$ cat config.mk
export PLATFORM = sky130hd
export DESIGN_NAME = majority_filter_flat
export DESIGN_NICKNAME = d
export VERILOG_FILES = /design/src/rtl/majority_filter_pkg.sv /design/src/rtl/majority_filter_if.sv /design/src/rtl/majority_filter_lane.sv /design/src/rtl/majority_filter.sv /design/src/flat_wrapper.sv
export SDC_FILE = /design/constraint.sdc
export NUM_CORES = 1
export LEC_CHECK = 0
export ABC_AREA = 1
export BUFFER_PORTS_ARGS = -buffer_cell sky130_fd_sc_hd__buf_2
export CORE_MARGIN = 4
export CORE_UTILIZATION = 30
export DETAILED_ROUTE_END_ITERATION = 12
export GPL_ROUTABILITY_DRIVEN = 0
export PLACE_DENSITY = 0.55
export SYNTH_ARGS = -nofsm -noshare
export SYNTH_HDL_FRONTEND = slang
export SYNTH_HIERARCHICAL = 1
export SYNTH_SLANG_ARGS = --single-unit
$ cat constraint.sdc
create_clock -name clk -period 1.8 [get_ports clk]
set_input_delay 0.09 -clock clk [delete_from_list [all_inputs] [get_ports clk]]
set_output_delay 0.09 -clock clk [all_outputs]
set_load 0.02 [all_outputs]
$ cat src/rtl/majority_filter_pkg.sv
// Shared defaults and helpers for the majority_filter voter and its lanes.
package majority_pkg;

  localparam int MAJ_WINDOW_DEF    = 8;
  localparam int MAJ_THRESH_HI_DEF = 5;
  localparam int MAJ_THRESH_LO_DEF = 3;

  // Width needed to hold a count from 0 up to and including window.
  function automatic int cnt_width(input int window);
    return $clog2(window + 1);
  endfunction

endpackage

$ cat src/rtl/majority_filter_if.sv
// Sample/decision bundle between the oversampler, the voter and the framing logic.
interface majority_filter_if #(
  parameter int CHANNELS = 1
);
  logic                clear;
  logic                sample_en;
  logic [CHANNELS-1:0] din;
  logic [CHANNELS-1:0] vote;
  logic                vote_valid;
  logic                vote_stb;
  logic [CHANNELS-1:0] rise;
  logic [CHANNELS-1:0] fall;

  modport master (
    output clear, sample_en, din,
    input  vote, vote_valid, vote_stb, rise, fall
  );

  modport slave (
    input  clear, sample_en, din,
    output vote, vote_valid, vote_stb, rise, fall
  );
endinterface

$ cat src/rtl/majority_filter_lane.sv
// One lane: sliding window shift register, running ones count, vote and edge detect.
module majority_lane
  import majority_pkg::*;
#(
  parameter int WINDOW     = MAJ_WINDOW_DEF,
  parameter int THRESH_HI  = MAJ_THRESH_HI_DEF,
  parameter int THRESH_LO  = MAJ_THRESH_LO_DEF,
  parameter bit HYSTERESIS = 1'b0
) (
  input  logic clk,
  input  logic reset,
  input  logic clear,
  input  logic sample_en,
  input  logic din,
  input  logic valid,
  input  logic valid_next,
  output logic vote,
  output logic rise,
  output logic fall
);

  localparam int CW = cnt_width(WINDOW);
  localparam logic [CW-1:0] HI = CW'(THRESH_HI);
  localparam logic [CW-1:0] LO = CW'(THRESH_LO);

  logic [WINDOW-1:0] shreg;
  logic [CW-1:0]     count;
  logic [CW-1:0]     count_next;
  logic              vote_next;
  logic              prev_vote;

  // Next count/vote assuming din is shifted in and the oldest bit falls out.
  always_comb begin
    count_next = count;
    if (din && !shreg[WINDOW-1]) begin
      count_next = count + CW'(1);
    end else if (!din && shreg[WINDOW-1]) begin
      count_next = count - CW'(1);
    end
    vote_next = vote;
    if (count_next >= HI) begin
      vote_next = 1'b1;
    end else if (!HYSTERESIS || (count_next <= LO)) begin
      vote_next = 1'b0;
    end
    // Before the window is full the reported vote is treated as 0, so the
    // first valid cycle flags a rise when the lane is already high.
    prev_vote = valid ? vote : 1'b0;
  end

  // Window state advances only on qualified samples; edge strobes last one cycle.
  always_ff @(posedge clk) begin
    if (reset || clear) begin
      shreg <= '0;
      count <= '0;
      vote  <= 1'b0;
      rise  <= 1'b0;
      fall  <= 1'b0;
    end else if (sample_en) begin
      shreg <= {shreg[WINDOW-2:0], din};
      count <= count_next;
      vote  <= vote_next;
      rise  <= valid_next && vote_next && !prev_vote;
      fall  <= valid_next && !vote_next && prev_vote;
    end else begin
      rise <= 1'b0;
      fall <= 1'b0;
    end
  end

endmodule

$ cat src/rtl/majority_filter.sv
// Multi-lane sliding-window majority voter; owns the shared fill tracking and update strobe.
module majority_filter
  import majority_pkg::*;
#(
  parameter int CHANNELS   = 1,
  parameter int WINDOW     = MAJ_WINDOW_DEF,
  parameter int THRESH_HI  = MAJ_THRESH_HI_DEF,
  parameter int THRESH_LO  = MAJ_THRESH_LO_DEF,
  parameter bit HYSTERESIS = 1'b0
) (
  input  logic              clk,
  input  logic              reset,
  majority_filter_if.slave  bus
);

  localparam int CW = cnt_width(WINDOW);
  localparam logic [CW-1:0] FILL_INIT = CW'(WINDOW);

  if (WINDOW < 2) begin : g_chk_window
    $error("majority_filter: WINDOW must be at least 2");
  end
  if (THRESH_HI > WINDOW) begin : g_chk_hi_range
    $error("majority_filter: THRESH_HI exceeds WINDOW");
  end
  if (THRESH_HI == 0) begin : g_chk_hi_zero
    $error("majority_filter: THRESH_HI must be non-zero");
  end
  if (HYSTERESIS && (THRESH_LO >= THRESH_HI)) begin : g_chk_hyst
    $error("majority_filter: THRESH_LO must be below THRESH_HI with hysteresis");
  end

  // Samples still needed before the window is full; terminal count is zero.
  logic [CW-1:0]       fill_left;
  logic                valid_next;
  logic [CHANNELS-1:0] vote_w;
  logic [CHANNELS-1:0] rise_w;
  logic [CHANNELS-1:0] fall_w;

  // Validity becomes sticky on the sample that fills the window.
  always_comb begin
    valid_next = bus.vote_valid || (bus.sample_en && (fill_left == CW'(1)));
  end

  // Fill down-counter, vote_valid and the per-update strobe.
  always_ff @(posedge clk) begin
    if (reset || bus.clear) begin
      fill_left      <= FILL_INIT;
      bus.vote_valid <= 1'b0;
      bus.vote_stb   <= 1'b0;
    end else if (bus.sample_en) begin
      if (fill_left != '0) begin
        fill_left <= fill_left - CW'(1);
      end
      bus.vote_valid <= valid_next;
      bus.vote_stb   <= valid_next;
    end else begin
      bus.vote_stb <= 1'b0;
    end
  end

  for (genvar i = 0; i < CHANNELS; i++) begin : g_lane
    majority_lane #(
      .WINDOW     (WINDOW),
      .THRESH_HI  (THRESH_HI),
      .THRESH_LO  (THRESH_LO),
      .HYSTERESIS (HYSTERESIS)
    ) u_lane (
      .clk        (clk),
      .reset      (reset),
      .clear      (bus.clear),
      .sample_en  (bus.sample_en),
      .din        (bus.din[i]),
      .valid      (bus.vote_valid),
      .valid_next (valid_next),
      .vote       (vote_w[i]),
      .rise       (rise_w[i]),
      .fall       (fall_w[i])
    );
  end

  assign bus.vote = vote_w;
  assign bus.rise = rise_w;
  assign bus.fall = fall_w;

endmodule
$ cat src/flat_wrapper.sv
// flat-port wrapper written by rule: the top's interface ports become plain ports
module majority_filter_flat import majority_pkg::*;
#(
  parameter int CHANNELS   = 1,
  parameter int WINDOW     = MAJ_WINDOW_DEF,
  parameter int THRESH_HI  = MAJ_THRESH_HI_DEF,
  parameter int THRESH_LO  = MAJ_THRESH_LO_DEF,
  parameter bit HYSTERESIS = 1'b0
)
  (clk, reset, bus_clear, bus_sample_en, bus_din, bus_vote, bus_vote_valid, bus_vote_stb, bus_rise, bus_fall);
  majority_filter_if #(.CHANNELS(CHANNELS)) bus_i ();
  input  logic clk;
  input  logic reset;
  input wire logic [$bits(bus_i.clear)-1:0] bus_clear;
  input wire logic [$bits(bus_i.sample_en)-1:0] bus_sample_en;
  input wire logic [$bits(bus_i.din)-1:0] bus_din;
  output wire logic [$bits(bus_i.vote)-1:0] bus_vote;
  output wire logic [$bits(bus_i.vote_valid)-1:0] bus_vote_valid;
  output wire logic [$bits(bus_i.vote_stb)-1:0] bus_vote_stb;
  output wire logic [$bits(bus_i.rise)-1:0] bus_rise;
  output wire logic [$bits(bus_i.fall)-1:0] bus_fall;
  assign bus_i.clear = bus_clear;
  assign bus_i.sample_en = bus_sample_en;
  assign bus_i.din = bus_din;
  assign bus_vote = bus_i.vote;
  assign bus_vote_valid = bus_i.vote_valid;
  assign bus_vote_stb = bus_i.vote_stb;
  assign bus_rise = bus_i.rise;
  assign bus_fall = bus_i.fall;
  majority_filter #(.CHANNELS(CHANNELS), .WINDOW(WINDOW), .THRESH_HI(THRESH_HI), .THRESH_LO(THRESH_LO), .HYSTERESIS(HYSTERESIS)) u_core (.clk(clk), .reset(reset), .bus(bus_i));
endmodule
# Yosys cells after proc, flatten, opt, wreduce, memory -nomap -nowiden
# Index checks and enable logic that the tools add are counted.
# word_totals
register_bits,21
romBits,0
latchBits,0
input_bits,5
ramBits,0
wordCells,34
memories,0
# op_classes
mux,4
eq_ne,1
n_mul,0
magnitude_cmp,1
bitwise_logic,1
div,0
reduce_logical,16
n_addsub,3
shifts,0
# ops
op,n
$mux W4,2
$sub A4 B1 Y4 const B,2
$logic_and A1 B1 Y1,7
$add A4 B1 Y4 const B,1
$eq A4 B1 Y1 const B,1
$ge A4 B3 Y1 const B,1
$logic_not A1 Y1,4
$reduce_bool A4 Y1,1
$logic_or A1 B1 Y1,2
$mux W1,2
$reduce_and A2 Y1,1
$reduce_or A2 Y1,1
$not A1 Y1,1

# Logic depth before layout (Yosys ltp)
# Gate-level depths: netlist of the first run.
# depth
ltp_word,9
depth_mapped,12
ltp_nobuf,12

# Hierarchy
# Netlist of the first run, hierarchy kept.
# by_module_without_submodules
module,seq_area_each_um2,cells_each,area_per_inst_um2,instances
majority_lane,300.3,103,718.2,1
majority_filter,120.1,44,321.6,1

# Worst setup path after synthesis of the first run
# Ideal clock, no wire load.
# synth_timing
path_kind,register to register
startpoint,register u_core.g_lane[0].u_lane.count[0]
endpoint,register u_core.g_lane[0].u_lane.vote
path_slack_ns,0.481
arrival_ns,1.210
stages_incl_launch_ff,13
synth_period_minus_slack_ns,1.319
path_cell_list,dfxtp_1 -> inv_1 -> ha_1 -> inv_1 -> nand2_1 -> nand2_1 -> nand2_2 -> inv_2 -> nand2_2 -> nand2_2 -> nand3_1 -> nand2_1 -> inv_1
# synth_via
elab_chain_len,5
# synth_lines
element,line,rtl
from (decl),majority_filter_lane.sv:27,logic [CW-1:0] count;
from (signal assigned),majority_filter_lane.sv:61,count <= count_next;
$sub A4 B1 Y4,majority_filter_lane.sv:38,count_next = count - CW'(1);
$mux W4,majority_filter_lane.sv:37,end else if (!din && shreg[WINDOW-1]) begin
$mux W4 *,majority_filter_lane.sv:35,if (din && !shreg[WINDOW-1]) begin
$ge A4 B3 Y1 *,majority_filter_lane.sv:41,if (count_next >= HI) begin
$mux W1 *,majority_filter_lane.sv:41,
to (signal assigned),majority_filter_lane.sv:62,vote <= vote_next;
to (decl),majority_filter_lane.sv:17,"output logic vote,"
# Every way passes the cells marked *; elsewhere a longest branch is shown, timed or not.
# A chain may end at the register's enable or synchronous reset.

# Worst setup path in the final report of the first run
# Ends and elaborated chain as after synthesis.

==> results.md, run 1 <==
- Row count: 21
- Total grt overflow: 0
- Synth Warn #: 6
- Crit-path leading delay family: flip-flops
- RSZ-0062 raised after global routing: false
- CTS Buf Count: 3
- EDFF count, synth: 0
- Syn Area/Cell: 7.07 um^2
- Register area share after synthesis: 0.404
- Htree depth: 1
- Post-DR wirelength/cell: 9.36 um
- XOR/XNOR share of the synthesized area: 0
- Ys async rst share: 0
- Final Hold Vio Count: 0
- Via Count: 883
- CTS tree: yes
- Layout area overhead: 10.8%
- Initial Util: 0.312
- Final setup fails: 0
- Worst path bufs/invs: 4
- Largest net degree at the start of global routing: 23
- Layout fillers: between 300 and 400
- Reg2reg setup slack: 0.33 ns
- Share of layout cells above drive strength 1: 0.203
- Max cap viols: 0
- Worst Path Arrival: approximately 1.7 ns
- Setup TNS: 0 ns
- Pwr dens: roughly 700 mW/mm^2
- Worst-margin pin slew: 0.458 ns
- Crit Path Category: reg2reg
- Yosys top cell by area: dfxtp_1
- Sequence of cells on the critical path: inv_1 -> ha_1 -> inv_1 -> nand2_1 -> nand2_1 -> nand2_2 -> inv_2 -> nand2_2 -> nand2_2 -> nand3_1 -> nand2_1 -> inv_1
- Worst path max stage delay: approximately 0.42 ns
- Clock Latency Late Sink: 0.30 ns
- Simple-Gate Fraction of Synth Area: 0.361
- Setup crit end kind: flip-flop
- Worst Reg-to-Reg Cells: 12
- VDD IR max: 363 uV
- Ports: 10
- Pins Over Slew Limit: 0
- Final worst path period need: 1.47 ns
- Compound-Gate Fraction of Synth Area: 0.0951
- Clk slew on worst S/H paths: ~0.12 ns
- Hold_buf cts: 0
- Cell Area, Synth: 0.00104 mm^2
- Yosys top cell area share: 0.404
- #FFs+latches synth: 21
- Port bufs: 9
- Final Skew: between 0.002 and 0.003 ns
- Detailed placer's ending HPWL: 1.41 mm
- Cell count along the critical path: 12
- Final WL: ~1.9 mm
- Syn Nets: 156
- ANT nets after route: 0
- Worst Path Max Fanout: 5
- Core area: approximately 0.0033 mm^2
- Relative slew slack: 0.694
- Worst Path Required: between 2 and 2.5 ns
- DRC Markers: 0
- Clock Path Buffers: 2
- Post-Synth Adder-Cell Area: 0.0481
- Post-synthesis cell type count: 20
- Gr usage total: 0.101
- Die H: between 60 and 70 um
- Critical R2R Launch: u_core/g_lane[0].u_lane/count[0]
- Status: finished, final reports clean
- Count leader, synth: nand2_1
- Combinational family with the most area after synthesis: simple AND/OR/NAND/NOR gates
- Multiplexer share of the synthesized area: 0
- Hold depth: 3
- Cells after Synth: ~150
- Layout net count: 168
- Vias per inst: 4.33
- Startpoint types: flip-flop
- Iteration-0 DRC Markers: 42
- Place WS: roughly 0.34 ns
- Critical Path Source: u_core/g_lane[0].u_lane/count[0]
- Setup crit end: u_core/g_lane[0].u_lane/vote
- Clk root buf: clkbuf_4
- Reg2reg end: u_core/g_lane[0].u_lane/vote
- DR pass1 iterations: 4
- First-pass GRT wire length: 3.51 mm
- Initial antenna violation count: 0
- Die area: about 0.0045 mm^2
- Synth cell count leaders: nand2_1, dfxtp_1, inv_1, nor2_1, a21oi_1
- Num Clock Sinks: 21
- Die width: 66.9 um
- Top cells by area, synth: dfxtp_1, nand2_1, nand2_2, a21oi_1, inv_1
- Worst Hold Slack: 0.0861 ns
- PostCTS Resize Cnt: 0
- Min-delay worst type: in2reg
- Most used DFF post-synth: dfxtp_1
- Final period util: 0.815
- Fin worst setup slack: 0.333 ns
- Post-CTS Repair Setup Buffers: 0
- Vias in the first global route: roughly 870
- Maximum clock frequency: between 0.6 and 0.7 GHz
- CP max stage cell: dfxtp_1
- P_leak: 0.533 nW
- # diodes: 0
power breakdown:
group,switching (mW),internal [mW],leakage [nW]
Combinational,0.0706,0.0370,0.347
Clock,0.141,0.0863,0.0150
Sequential,0.0123,0.476,0.171
sequential cells by signal, summed over array words and instances, names as in the netlist:
signal	cells
u_core/g_lane.u_lane/shreg	8
u_core/g_lane.u_lane/vote	1
u_core/bus.vote_stb	1
u_core/g_lane.u_lane/fall	1
u_core/bus.vote_valid	1
u_core/fill_left	4
u_core/g_lane.u_lane/rise	1
u_core/g_lane.u_lane/count	4
how the worst min path moves through the flow:
| stage | startpoint | endpoint | slack, ns |
|---|---|---|---|
| 2_1_floorplan | bus_sample_en | u_core/bus.vote_stb | 0.22 |
| 3_3_place_gp | reset | u_core/fill_left[3] | 0.39 |
| 3_5_place_dp | reset | u_core/fill_left[3] | 0.40 |
| 4_1_cts | reset | u_core/fill_left[3] | 0.07 |
| 5_1_grt | reset | u_core/fill_left[3] | 0.09 |
| 6_report | reset | u_core/fill_left[3] | 0.09 |
cell usage in the layout (no fill, tap or decap):
| cell | count |
|---|---|
| a21oi_1 | 12 |
| a31oi_1 | 1 |
| buf_2 | 9 |
| clkbuf_1 | 1 |
| clkbuf_4 | 3 |
| dfxtp_1 | 21 |
| ha_1 | 4 |
| inv_1 | 16 |
| inv_2 | 5 |
| nand2_1 | 37 |
| nand2_2 | 10 |
| nand2_4 | 1 |
| nand3_1 | 10 |
| nand3_2 | 1 |
| nand3b_1 | 1 |
| nand4_1 | 3 |
| nor2_1 | 14 |
| nor2_2 | 2 |
| nor2_4 | 1 |
| o211ai_1 | 1 |
| o21ai_0 | 5 |
stage by stage:
step	instances	utilization	cell area, um^2	power, mW
floorplan	147	-	1040	0.581
global placement	200	0.337	1130	0.603
detailed placement	200	0.337	1130	0.607
CTS	204	0.345	1150	0.836
global route	204	0.345	1150	0.875
finish	204	0.345	1150	0.823
cell families (layout without fill, tap and decap cells):
group / count (synthesis) / after routing
buffers and inverters: 23 / 34
DFF: 21 / 21
adders and majority gates: 4 / 4
AOI/OAI and AO/OA: 19 / 19
and+or+nand+nor: 80 / 80
cell type report:
class,count,area [um^2],share of cell area
inverter,21,78.8,0.0684
multi-input combinational,103,524,0.455
sequential,21,420,0.365
clock buffer,4,26.3,0.0228
timing repair buffer,9,45.0,0.0391
tap,46,57.6,0.0499
metal layers:
metal	wire length [um]	track usage	vias to the layer above
li1	-	-	485
met4	0	0.0278	0
met5	0	0	-
met1	876	0.109	384
met2	943	0.187	14
met3	90	0.0304	0
worst register-to-register path: stages, from the launching register on:
cell and delay (ns):
dfxtp_1 0.42, inv_1 0.10, ha_1 0.31, inv_1 0.06, nand2_1 0.04, nand2_1 0.07
nand2_2 0.06, inv_2 0.05, nand2_2 0.04, nand2_2 0.06, nand3_1 0.07, nand2_1 0.07
inv_1 0.04
(Power assumes the default switching activity.)
==> run 2, diff against run 1 <==
==> constraint.sdc (replaced) <==
create_clock -name clk -period 1.49 [get_ports clk]
set_input_delay 0.0745 -clock clk [delete_from_list [all_inputs] [get_ports clk]]
set_output_delay 0.0745 -clock clk [all_outputs]
set_load 0.02 [all_outputs]
==> results.md, run 2 (synthesized netlist as in run 1, its figures left out) <==
- Layout area overhead: 13.6%
- Startpoint types: flip-flop
- Worst Path Arrival: 1.58 ns (-0.10 ns)
- Min-delay worst type: in2reg
- Setup TNS: 0 ns (unchanged)
- Reg with most FFs: u_core/g_lane.u_lane/shreg
- Worst-margin pin slew: 0.411 ns (-0.0471 ns)
- Crit Path Category: reg2reg
- Max cap viols: 0 (unchanged)
- P_leak: 0.552 nW (+3.6%)
- Final worst path period need: 1.36 ns (-0.111 ns)
- Die H: 66.9 um (unchanged)
- Pins Over Slew Limit: 0 (unchanged)
- Layout fillers: 386 (+1.0%)
- Maximum clock frequency: 0.738 GHz (+8.2%)
- Core area: 0.00334 mm^2 (unchanged)
- Final Instance Area: 0.00118 mm^2 (+2.5%)
- Via Count: 900 (+1.9%)
- Layout net count: 171 (+1.8%)
- Share of layout cells above drive strength 1: 0.242 (+0.0397)
- Initial antenna violation count: 0 (unchanged)
- CTS tree: yes
- Pwr dens: 850 mW/mm^2 (+19%)
- Clock Path Buffers: 2 (unchanged)
- Detailed placer's ending HPWL: 1.44 mm (+1.8%)
- Register area: 425 um^2 (+1.2%)
- Vias in the first global route: 895 (+2.5%)
- Die width: 66.9 um (unchanged)
- Hold_buf cts: 0 (unchanged)
- Htree depth: 1 (unchanged)
- Vias per inst: 4.35 (+0.45%)
- Final setup fails: 0 (unchanged)
- Final WL: 1.96 mm (+2.8%)
- Iteration-0 DRC Markers: 40 (-4.8%)
- Largest regs: u_core/g_lane.u_lane/shreg x8, u_core/fill_left x4, u_core/g_lane.u_lane/count x4
- Total grt overflow: 0 (unchanged)
- RSZ-0062 raised after global routing: false
- Relative slew slack: 0.725 (+0.0315)
- Area occupied by multi-input gates: 524 um^2 (unchanged)
- Die area: 0.00447 mm^2 (unchanged)
- DP Area: 0.00114 mm^2 (+1.3%)
- Final Hold Vio Count: 0 (unchanged)
- ANT nets after route: 0 (unchanged)
- Commonest non-fill, non-tap cell in the layout: nand2_1
- Initial Util: 0.312 (unchanged)
- DR pass1 iterations: 4 (unchanged)
- Largest net degree at the start of global routing: 22 (-4.3%)
- DRC Markers: 0 (unchanged)
- # diodes: 0 (unchanged)
- Post-DR wirelength/cell: 9.48 um (+1.3%)
- Setup crit end kind: flip-flop
- Port bufs: 9 (unchanged)
- First-pass GRT wire length: 3.64 mm (+3.9%)
- VDD IR max: 678 uV (+87%)
- Clock Latency Late Sink: 0.31 ns (about the same)
- Ports: 10 (unchanged)
- Commonest cells after routing, fill and taps aside: nand2_1, dfxtp_1, inv_1
- Worst Path Max Fanout: 3 (-2)
- Final period util: 0.910 (+0.0948)
- Gr usage total: 0.103 (+0.00264)
- Row count: 21 (unchanged)
- Max reg flops: 8 (unchanged)
- Final Skew: 0.0111 ns (+0.00854 ns)
- CTS Buf Count: 3 (unchanged)
- Status: finished, final reports clean
- Num Clock Sinks: 21 (unchanged)
- Clk slew on worst S/H paths: 0.13 ns (about the same)
- Worst Path Required: 1.72 ns (-0.29 ns)
- Clk root buf: clkbuf_4
-- run 2: changes by cell type in the layout (fill, tap and decap cells not counted) --
cell	change
inv_1	-1
inv_2	+1
dfxtp_4	+1
dfxtp_2	+1
dfxtp_1	-2
buf_4	+3
clkinv_2	+1
clkbuf_1	-1
-- run 2: layout make-up --
| type | instances | area share |
|---|---|---|
| Clock buffer | 3 | 0.0191 |
| Multi-Input combinational cell | 103 | 0.444 |
| Tap cell | 46 | 0.0487 |
| Timing Repair Buffer | 12 | 0.0572 |
| Inverter | 21 | 0.0667 |
| Clock inverter | 1 | 0.00424 |
| Sequential cell | 21 | 0.360 |
-- run 2: worst max-delay path, cell delays in order, from the launching register on --
cell     delay, ns
dfxtp_4       0.36
inv_1         0.06
ha_1          0.30
inv_1         0.06
nand2_1       0.05
nand2_1       0.08
nand2_2       0.06
inv_2         0.05
nand2_2       0.04
nand2_2       0.06
nand3_1       0.06
nand2_1       0.06
inv_1         0.03
-- run 2: final timing paths --
| kind | endpoint | startpoint | depth (start not counted) | slack [ns] |
|---|---|---|---|---|
| worst min-delay path | u_core/g_lane[0].u_lane/shreg[0] | bus_din | 3 | 0.07 |
| worst max register to register | u_core/g_lane[0].u_lane/vote | u_core/g_lane[0].u_lane/count[0] | 12 | 0.13 |
| worst min register to register | u_core/g_lane[0].u_lane/shreg[5] | u_core/g_lane[0].u_lane/shreg[4] | 2 | 0.46 |
| worst max-delay path | u_core/g_lane[0].u_lane/vote | u_core/g_lane[0].u_lane/count[0] | 12 | 0.13 |
-- run 2: where the power goes --
group | total [mW] | internal, mW | switching, mW
sequential | 0.588 | 0.574 | 0.0139
clock | 0.278 | 0.100 | 0.178
combinational | 0.138 | 0.0495 | 0.0881
total | 1.00 | 0.724 | 0.280
-- run 2: per-layer routing --
metal | share of wire | global-route usage | up-vias
met5 | 0 | 0 | -
met4 | 0.0061 | 0.0152 | 0
met3 | 0.044 | 0.0438 | 2
met2 | 0.47 | 0.182 | 11
met1 | 0.48 | 0.118 | 394
li1 | - | - | 493
-- run 2: timing repair --
item,CTS,global route
endpoints found under the setup margin,0,2
setup buffers,0,1
gates resized for setup,0,4
-- run 2: metrics by stage --
step	hold WS [ns]	instances	worst slack, ns	util	total power, mW
floorplan	0.200	147	0.171	-	0.702
global placement	0.382	202	0.121	0.342	0.733
detailed placement	0.395	202	0.0516	0.342	0.737
CTS	0.0611	206	0.0216	0.350	1.02
global route	0.0819	207	0.00957	0.354	1.08
finish	0.0661	207	0.134	0.354	1.00
==> run 3, diff against run 2 <==
--- a/config.mk
+++ b/config.mk
@@ -6,12 +6,13 @@
 export NUM_CORES = 1
 export LEC_CHECK = 0
 export ABC_AREA = 1
+export ABC_CLOCK_PERIOD_IN_PS = 1200
 export BUFFER_PORTS_ARGS = -buffer_cell sky130_fd_sc_hd__buf_2
 export CORE_MARGIN = 4
-export CORE_UTILIZATION = 30
+export CORE_UTILIZATION = 32
 export DETAILED_ROUTE_END_ITERATION = 12
 export GPL_ROUTABILITY_DRIVEN = 0
-export PLACE_DENSITY = 0.55
+export PLACE_DENSITY = 0.59
 export SYNTH_ARGS = -nofsm -noshare
 export SYNTH_HDL_FRONTEND = slang
 export SYNTH_HIERARCHICAL = 1
==> constraint.sdc (replaced) <==
create_clock -name clk -period 1.2 [get_ports clk]
set_input_delay 0.06 -clock clk [delete_from_list [all_inputs] [get_ports clk]]
set_output_delay 0.06 -clock clk [all_outputs]
set_load 0.02 [all_outputs]
==> results.md, run 3 (synthesized netlist as in run 1, its figures left out) <==
- Worst Path Required: 1.41 ns (-0.31 ns)
- Worst path max stage delay: 0.37 ns (about the same)
- Setup TNS: -0.0698 ns (-0.0698 ns)
- Sequential share of power: 0.579 (-0.007)
- Crit-path leading delay family: simple AND/OR/NAND/NOR gates
- CP max stage cell: dfxtp_2
- Initial Util: 0.338 (+0.0262)
- Layout area overhead: 19.0%
- Final period util: 1.05 (+0.137)
- Min-delay worst type: in2reg
- P_leak: 0.576 nW (+4.2%)
- Sequence of cells on the critical path: inv_2 -> ha_4 -> nand2_2 -> nand2_2 -> nand2_2 -> inv_2 -> nand2_2 -> nand2_2 -> nand3_1 -> nand2_1 -> inv_1
- Max cap viols: 0 (unchanged)
- Internal power: 0.921 mW (+27%)
- Post-DR wirelength/cell: 9.19 um (-3.1%)
- Num Clock Sinks: 21 (unchanged)
- Clk root buf: clkbuf_4
- Initial antenna violation count: 0 (unchanged)
- Final Hold Vio Count: 0 (unchanged)
- Clk pwr share: 0.271 (-0.006)
- Gr usage total: 0.103 (-0.000765)
- Layout fillers: 340 (-12%)
- # diodes: 0 (unchanged)
- Ports: 10 (unchanged)
- Worst path bufs/invs: 3 (-1)
- Via Count: 911 (+1.2%)
- Htree depth: 1 (unchanged)
- Crit Path Category: reg2reg
- Most frequent CP cell: nand2_2
- Violated checks: negative setup slack
- Final worst path period need: 1.26 ns (-0.0991 ns)
- Commonest cells after routing, fill and taps aside: nand2_1, dfxtp_1, nor2_1
- Pwr Total: 1.27 mW (+26%)
- Max reg flops: 8 (unchanged)
- DR pass1 iterations: 4 (unchanged)
- Die H: 65 um (-2.8%)
- Port bufs: 9 (unchanged)
- Switching Fraction: 0.272 (-0.00614)
- Startpoint types: flip-flop
- Vias in the first global route: 840 (-6.1%)
- Final Skew: 0.00272 ns (-0.00838 ns)
- Finished Core Util: 0.402 (+0.0481)
- ANT nets after route: 0 (unchanged)
- VDD IR max: 478 uV (-30%)
- Vias per inst: 4.34 (-0.22%)
- Clk slew on worst S/H paths: 0.12 ns (about the same)
- Die width: 65 um (-2.8%)
- Worst-margin pin slew: 0.372 ns (-0.0389 ns)
- Commonest non-fill, non-tap cell in the layout: nand2_1
- Largest regs: u_core/g_lane.u_lane/shreg x8, u_core/fill_left x4, u_core/g_lane.u_lane/count x4
- Total grt overflow: 0 (unchanged)
- Setup crit end kind: flip-flop
- Status: complete, but fails checks
- Largest net degree at the start of global routing: 15 (-32%)
- Pins Over Slew Limit: 0 (unchanged)
- DRC Markers: 0 (unchanged)
- Net switching power: 0.345 mW (+23%)
- Place WS: -0.0362 ns (-0.0878 ns)
- Worst Path Arrival: 1.47 ns (-0.11 ns)
- CTS Buf Count: 3 (unchanged)
- Fin cells: 210 (+1.4%)
- Placed cell count: 205 (+1.5%)
- Clock Path Buffers: 2 (unchanged)
- Hold_buf cts: 0 (unchanged)
- First-pass GRT wire length: 3.43 mm (-5.9%)
- Reg with most FFs: u_core/g_lane.u_lane/shreg
- Core area: 0.00308 mm^2 (-7.8%)
- Clock Latency Late Sink: 0.30 ns (about the same)
- Row count: 20 (-4.8%)
- Fin worst setup slack: -0.0564 ns (-0.191 ns)
- Pwr dens: 1020 mW/mm^2 (+20%)
- Share of layout cells above drive strength 1: 0.313 (+0.0710)
- RSZ-0062 raised after global routing: true
- Final WL: 1.93 mm (-1.7%)
- Iteration-0 DRC Markers: 58 (+45%)
- CTS tree: yes
- Layout net count: 176 (+2.9%)
- Relative slew slack: 0.751 (+0.0260)
- Final setup fails: 3 (+3)
- Detailed placer's ending HPWL: 1.46 mm (+1.5%)
- Combinational share of power: 0.150 (+0.013)
- Worst Path Max Fanout: 3 (unchanged)
- Maximum clock frequency: 0.796 GHz (+7.9%)
- Die area: 0.00423 mm^2 (-5.5%)
run 3: final timing paths:
kind                                     from                               end  slack [ns]  cells after the start
max          u_core/g_lane[0].u_lane/count[0]      u_core/g_lane[0].u_lane/vote       -0.06                     11
min                                     reset               u_core/fill_left[3]        0.05                      3
max reg2reg  u_core/g_lane[0].u_lane/count[0]      u_core/g_lane[0].u_lane/vote       -0.06                     11
min reg2reg  u_core/g_lane[0].u_lane/shreg[6]  u_core/g_lane[0].u_lane/shreg[6]        0.46                      2
run 3: final cells by class:
| cell class | instances | area [um^2] | area share |
|---|---|---|---|
| Clock buffer | 4 | 26.3 | 0.0212 |
| Inverter | 21 | 78.8 | 0.0637 |
| Multi-Input combinational cell | 103 | 547 | 0.442 |
| Sequential cell | 21 | 425 | 0.344 |
| Tap cell | 44 | 55.1 | 0.0445 |
| Timing Repair Buffer | 17 | 105 | 0.0849 |
run 3: power by group through the flow:
stage	Sequential [mW]	Combinational [mW]	Clock, mW
finish	0.733	0.190	0.343
global route	0.736	0.218	0.394
CTS	0.732	0.184	0.361
detailed placement	0.748	0.181	0
global placement	0.747	0.177	0
floorplan	0.747	0.129	0
run 3: layer usage:
metal / global-route usage / share of wire / vias up
met4: 0.0237 / 0.0052 / 0
met2: 0.184 / 0.49 / 12
met1: 0.118 / 0.47 / 396
met3: 0.0312 / 0.031 / 2
li1: - / - / 501
met5: 0 / 0 / -
run 3: tightest hold or removal path, cell delays in order:
cell and delay, ns:
buf_2 0.08, nor2_1 0.09, nand3_1 0.09
run 3: stage by stage:
stage               cell area (um^2)  hold slack (ns)
global placement                1190            0.367
global route                    1240           0.0636
detailed placement              1190            0.367
floorplan                       1050            0.185
CTS                             1220           0.0393
finish                          1240           0.0469
run 3: what timing repair did:
item                                    4_1_cts  5_1_grt
resized for setup                             0        7
endpoints found under the setup margin        3        8
cloned                                        0        0
pin swaps                                     0        1
setup buffers                                 1        0
